## src/rtl/imem_fetch_ctrl.sv

```systemverilog
// Instruction fetch sequencer: owns the pc, reads a 1024-word combinational imem and
// hands each word to decode through a single-entry valid/ready output stage.
module imem_fetch_ctrl #(
    parameter logic [31:0] RESET_PC = 32'h0000_0000
) (
    input  logic        clk,
    input  logic        rst,
    input  logic        start,
    output logic [9:0]  imem_address,
    input  logic [31:0] imem_instruction,
    output logic        if_valid,
    output logic [31:0] if_pc,
    output logic [31:0] if_instr,
    input  logic        id_ready,
    input  logic        redirect_valid,
    input  logic [31:0] redirect_pc,
    input  logic        halt_req,
    output logic        fault,
    output logic [31:0] fault_pc,
    output logic [31:0] fetch_count,
    output logic [1:0]  state
);

    typedef enum logic [1:0] {
        IDLE  = 2'b00,
        RUN   = 2'b01,
        HALT  = 2'b10,
        FAULT = 2'b11
    } state_t;

    state_t      state_q, state_d;
    logic [31:0] pc_q, pc_d;
    logic        valid_q, valid_d;
    logic [31:0] if_pc_q, if_pc_d;
    logic [31:0] instr_q, instr_d;
    logic        fault_q, fault_d;
    logic [31:0] fault_pc_q, fault_pc_d;
    logic [31:0] count_q, count_d;
    logic        transfer;

    // Misaligned or beyond the 4 KiB instruction memory.
    function automatic logic bad_addr(input logic [31:0] a);
        return (a[1:0] != 2'b00) || (a[31:12] != 20'd0);
    endfunction

    assign transfer = valid_q & id_ready;

    always_comb begin
        state_d    = state_q;
        pc_d       = pc_q;
        valid_d    = valid_q;
        if_pc_d    = if_pc_q;
        instr_d    = instr_q;
        fault_d    = fault_q;
        fault_pc_d = fault_pc_q;
        count_d    = count_q;

        if (state_q == FAULT) begin
            valid_d = 1'b0;
        end else begin
            if (transfer) begin
                count_d = count_q + 32'd1;
                valid_d = 1'b0;
            end

            // Priority: redirect > halt > start > sequential fetch.
            if (redirect_valid) begin
                valid_d = 1'b0;
                if (bad_addr(redirect_pc)) begin
                    state_d    = FAULT;
                    fault_d    = 1'b1;
                    fault_pc_d = redirect_pc;
                end else begin
                    pc_d = redirect_pc;
                end
            end else if (halt_req) begin
                if (state_q == RUN) begin
                    state_d = HALT;
                end
            end else if (start && (state_q != RUN)) begin
                state_d = RUN;
            end else if ((state_q == RUN) && (!valid_q || id_ready)) begin
                if (bad_addr(pc_q)) begin
                    state_d    = FAULT;
                    fault_d    = 1'b1;
                    fault_pc_d = pc_q;
                    valid_d    = 1'b0;
                end else begin
                    instr_d = imem_instruction;
                    if_pc_d = pc_q;
                    valid_d = 1'b1;
                    pc_d    = pc_q + 32'd4;
                end
            end
        end
    end

    always_ff @(posedge clk or posedge rst) begin
        if (rst) begin
            state_q    <= IDLE;
            pc_q       <= RESET_PC;
            valid_q    <= 1'b0;
            if_pc_q    <= 32'd0;
            instr_q    <= 32'd0;
            fault_q    <= 1'b0;
            fault_pc_q <= 32'd0;
            count_q    <= 32'd0;
        end else begin
            state_q    <= state_d;
            pc_q       <= pc_d;
            valid_q    <= valid_d;
            if_pc_q    <= if_pc_d;
            instr_q    <= instr_d;
            fault_q    <= fault_d;
            fault_pc_q <= fault_pc_d;
            count_q    <= count_d;
        end
    end

    assign imem_address = pc_q[11:2];
    assign if_valid     = valid_q;
    assign if_pc        = if_pc_q;
    assign if_instr     = instr_q;
    assign fault        = fault_q;
    assign fault_pc     = fault_pc_q;
    assign fetch_count  = count_q;
    assign state        = state_q;

endmodule

```

## config.mk

```make
export PLATFORM = sky130hd
export DESIGN_NAME = imem_fetch_ctrl
export DESIGN_NICKNAME = d
export VERILOG_FILES = /design/src/rtl/imem_fetch_ctrl.sv
export SDC_FILE = /design/constraint.sdc
export NUM_CORES = 1
export LEC_CHECK = 0
export CAP_MARGIN = 30
export CORE_ASPECT_RATIO = 0.75
export CORE_MARGIN = 2
export CORE_UTILIZATION = 45
export DETAILED_ROUTE_END_ITERATION = 10
export PLACE_DENSITY = 0.77
export SYNTH_ARGS = -nofsm -noshare
export SYNTH_HDL_FRONTEND = slang
export SYNTH_SLANG_ARGS = --single-unit
```

## constraint.sdc

```tcl
create_clock -name clk -period 7.5 [get_ports clk]
set_input_delay 1.5 -clock clk [delete_from_list [all_inputs] [get_ports clk]]
set_output_delay 1.5 -clock clk [all_outputs]
set_load 0.02 [all_outputs]
```

== Yosys cells after proc, flatten, opt, wreduce, memory -nomap -nowiden ==
Index checks and enable logic that the tools add are counted.
W data, S select, Z words.
Word-level totals
  bits in registers: 164
  output and inout port bits: 142
Cells by class
  add/sub/neg operators: 2
  equal/unequal tests: 9
  muxes and demuxes: 32
  bitwise operators: 6
  reduce and logical (&&, ||, !) cells: 19
Operators by type and width (number)
  $mux W32: 12
  $reduce_bool A20 Y1: 2
  $add A32 B1 Y32 const B: 1
  $add A32 B3 Y32 const B: 1
  $reduce_and A6 Y1: 3
  $mux W2: 7
  $mux W1: 13
  $ne A2 B2 Y1 const B: 4
  $reduce_bool A2 Y1: 4
  $reduce_bool A4 Y1: 2
  $not A1 Y1: 5
  $reduce_and A5 Y1: 1
  $ne A2 B1 Y1 const B: 2
  $logic_or A1 B1 Y1: 3
  $ne A3 B2 Y1 const B: 1
  $eq A2 B1 Y1 const B: 1
  $eq A2 B2 Y1 const B: 1
  $logic_and A1 B1 Y1: 2
  $reduce_and A2 Y1: 1
  $and A1 B1 Y1: 1
  $logic_not A1 Y1: 1

== Longest topological paths before layout ==
  depth after elaboration: 8
  gate-level depth with buffers: 9
  gate-level depth less buffers: 6

== Worst setup path before layout ==
OpenSTA, ideal clock, no wires.
  kind: in2reg
  start: input port redirect_valid
  end: register pc_q[4]
  library setup time: 0.138 ns
  arrival: 3.096 ns
  setup slack: 4.266 ns
  stages: 8
  buffers on the path: 2
  cell sequence: clkbuf_1 nor4b_1 and4_1 nand3_1 a21oi_1 buf_2 mux2i_1 o221ai_1
Between the ends
  word-level cells in the longest chain between the ends: 2
  elaborated cells on any way between the ends: 7
  those cells by class: eq/ne: 4; mux: 1; reduce/logical: 2
Ends and longest elaborated chain
  from (decl): line 15  | input logic redirect_valid,
  $ne A2 B2 Y1 (no source line) / $reduce_bool A2 Y1 (equally long branches)
  $reduce_and A6 Y1 (no source line)
  to (signal assigned): line 110  | pc_q <= pc_d;
  to (decl): line 32  | logic [31:0] pc_q, pc_d;
Parallel ways exist; a longest one is shown, timed or not.
A chain may end at the register's enable or synchronous reset.

== Final worst setup path ==
Ends and elaborated chain as after synthesis.

==> impl_metrics.env <==
export IMPL_status="finished clean"
export IMPL_root_buffer="clkbuf_16"
export IMPL_synth_top_family_by_area="simple AND/OR/NAND/NOR gates"
export IMPL_die_y_um=112
export IMPL_vias=5106
export IMPL_cts_tree="built"
export IMPL_grt_pass1_vias=5254
export IMPL_p_total_w=0.00348
export IMPL_synth_area_top_cells="dfrtp_1 59%, mux2_4 6.4%, mux2i_1 4.9%, nor2b_1 3.9%, a21oi_1 3.3%"
export IMPL_r2r_start="pc_q[19]"
export IMPL_final_hold_viol_count=0
export IMPL_nNetsFinal=846
export IMPL_worst_hold_path_type="reg -> reg"
export IMPL_via_per_inst=5.15
export IMPL_final_cells=992
export IMPL_final_common_cell="clkdlybuf4s50_1"
export IMPL_period_share_pct=52.8
export IMPL_rsz0062_at_grt="no"
export IMPL_n_antenna_cell=0
export IMPL_dr_first_iter_drc_count=274
export IMPL_final_cell_mix="210 x clkdlybuf4s50_1, 164 x dfrtp_1, 45 x nor2_1, 45 x a21oi_1, 43 x nor2b_1"
export IMPL_fmaxAchievable_ghz=0.253
export IMPL_dp_hpwl_um=12000
export IMPL_ant_nets=0
export IMPL_synth_top_area_cell="dfrtp_1"
export IMPL_comb_power_share_pct=37.1
export IMPL_grt_pass1_wl_um=28000
export IMPL_tightest_slew_ns=1.01
export IMPL_dpl_cell_count=958
export IMPL_arrival_ns=4.23
export IMPL_cp_num_buf_inv=2
export IMPL_cts_buffers=17
export IMPL_clock_path_buffers=2
export IMPL_leakagePower_nw=4.33
export IMPL_synth_warnings=0
export IMPL_routed_wl_um=17300
export IMPL_antenna_found_initial=0
export IMPL_dpl_cell_area_um2=9180
export IMPL_start_util_pct=45.9
export IMPL_grt_use_total_pct=21.6
export IMPL_synth_yosys_seq_area_share_pct=58.7
export IMPL_cts_hold_buffers=0
export IMPL_synth_seq_cells=164
export IMPL_synth_top_area_share_pct=58.7
export IMPL_grt_overflow_total=0
export IMPL_cts_sinks=164
export IMPL_whs_ns=0.480
export IMPL_drive_gt1_share_pct=10.0
export IMPL_internal_power_w=0.00229
export IMPL_core_area_um2=15200
export IMPL_finClkSkew_ns=0.0125
export IMPL_wl_per_cell_um=17.4
export IMPL_pwr_share_clk_pct=25.2
export IMPL_switching_share_pct=34.0
export IMPL_tns_ns=0
export IMPL_synth_edf_count=0
export IMPL_power_frac_seq_pct=37.7
export IMPL_die_area_um2=16500
export IMPL_syn2layout_area_growth_pct=40.8
export IMPL_synth_nets=647
export IMPL_synth_distinct_cells=45
export IMPL_max_vdd_ir_drop_mv=0.212
export IMPL_gp_congestion=0.771
export IMPL_synthMuxAreaShare_pct=13.4
export IMPL_cts_max_level=4
export IMPL_startpoint_type="primary input"
export IMPL_synth_compound_area_share_pct=5.23
export IMPL_crit_start="redirect_valid"
export IMPL_drv_cap=0
export IMPL_period_minus_slack_ns=3.96
export IMPL_cp_required_ns=7.77
export IMPL_synth_simple_area_share_pct=14.9
export IMPL_fp_dieW_um=148
export IMPL_clk_latency_ns=0.42
export IMPL_pwr_density_cell_nw_per_um2=353
export IMPL_crit_family="compound AO/OA/AOI/OAI gates"
export IMPL_post_cts_buffers=0
export IMPL_syn_area_per_cell_um2=12.1
export IMPL_synth_xor_area_share_pct=3.89
export IMPL_postSynthCellCount=575
export IMPL_clk_pin_slew_ns=0.07
export IMPL_path_max_fanout=54
export IMPL_max_slew_margin_rel_pct=32.6
export IMPL_cts_resized=0
export IMPL_cpPeakStageDelay_ns=0.87
export IMPL_critPathKind="in -> reg"
export IMPL_synth_flop_cell="dfrtp_1"
export IMPL_hold_start="fetch_count[31]"
export IMPL_worst_path_max_delay_cell="a21oi_4"
export IMPL_io_pins=212
export IMPL_cp_cell_sequence="buf_2 > buf_4 > nor4b_1 > and4_1 > nand3_1 > a21oi_4 > mux2i_1 > o221ai_1"
export IMPL_dr_pass1_iters=4
export IMPL_grt_start_max_net_pins=90
export IMPL_async_flop_share_pct=100
export IMPL_core_rowCount=39
export IMPL_slew_violations=0
export IMPL_synthesis_area_um2=6990
export IMPL_synthAdderAreaFrac_pct=0.358
export IMPL_drc=0
export IMPL_finalSetupViolCount=0
export IMPL_endpoint_kind="register"
export IMPL_p_sw_w=0.00118
export IMPL_port_buffers=211
export IMPL_final_area_um2=9840
[layout make-up]
| cell class | instances | area (um2) |
|---|---|---|
| clock buffers | 19 | 453 |
| flip-flops and latches | 164 | 4100 |
| inverters | 8 | 35.0 |
| fillers | 1178 | 5390 |
| repair buffers | 216 | 2180 |
| well taps | 205 | 256 |
| clock inverters | 13 | 149 |
| multi-input cells | 367 | 2660 |
[cells by family (layout without fill, tap and decap cells)]
family                   after synthesis  after routing
buffers and inverters                 44            256
adder cells (fa/ha/maj)                2              2
AND/OR/NAND/NOR                      191            191
XOR/XNOR                              31             31
multiplexers                          77             77
AO/OA/AOI/OAI                         66             66
flip-flops                           164            164
[synthesized netlist by cell type, types with 2 or more instances]
library cell  count
dfrtp_1         164
a21oi_1          46
nor2_1           45
nor2b_1          43
mux2i_1          34
mux2_4           30
nand2_1          25
xnor2_1          24
nand4_1          18
clkbuf_1         14
nand3_1          13
nor4_1           12
buf_4            10
inv_1             8
mux2_1            8
and4_1            7
xor2_1            7
and3_1            6
o21ai_0           6
buf_2             5
mux2_2            5
nor3_1            5
and2_1            4
buf_6             4
a31oi_1           3
buf_1             3
nor3b_1           3
or3_1             3
ha_1              2
nand2b_1          2
o22ai_1           2
[path summary, 6_finish.rpt]
check                                  endpoint  slack (ns)  cells after the start
worst max-delay path                    pc_q[4]        3.54                      8
worst max register to register         if_pc[4]        4.56                      6
worst min register to register  fetch_count[31]        0.48                      1
worst min-delay path            fetch_count[31]        0.48                      1
max in group asynchronous              pc_q[23]        4.72                      4
min in group asynchronous          if_instr[11]        1.64                      2
[power by group through the flow]
stage / sequential, W / combinational, W / clock (W)
2_1_floorplan: 0.00153 / 0.000468 / 0
3_5_place_dp: 0.00132 / 0.00128 / 0
4_1_cts: 0.00131 / 0.00129 / 0.000894
6_report: 0.00131 / 0.00129 / 0.000875
5_1_grt: 0.00134 / 0.00137 / 0.000935
3_3_place_gp: 0.00130 / 0.00127 / 0
[routing by layer]
layer / global-route usage [%] / share of wire (%)
met3: 5.98 / 7.5
met5: 0 / 0
met1: 29.7 / 45
met2: 33.1 / 46
met4: 7.68 / 1.8
[flip-flops by register name, summed over array words and instances, names as in the netlist]
signal / flops
fault_pc: 32
fetch_count: 32
if_instr: 32
if_pc: 32
pc_q: 32
state: 2
fault: 1
if_valid: 1
[stage by stage]
| step | worst slack, ns | utilization (%) |
|---|---|---|
| floorplan | 1.57 | - |
| CTS | 3.57 | 64.3 |
| global route | 3.34 | 64.6 |
| global placement | 3.33 | 60.3 |
| detailed placement | 3.19 | 60.3 |
| finish | 3.54 | 64.6 |
[worst reg2reg max path, cell delays in order, from the launching register on]
cell     delay [ns]
dfrtp_1        0.43
nor4_1         0.31
nand4_1        0.20
or4_4          0.54
nor4_4         0.14
buf_4          0.76
mux2_2         0.43
Note: power is estimated with default switching activity, not from simulation.
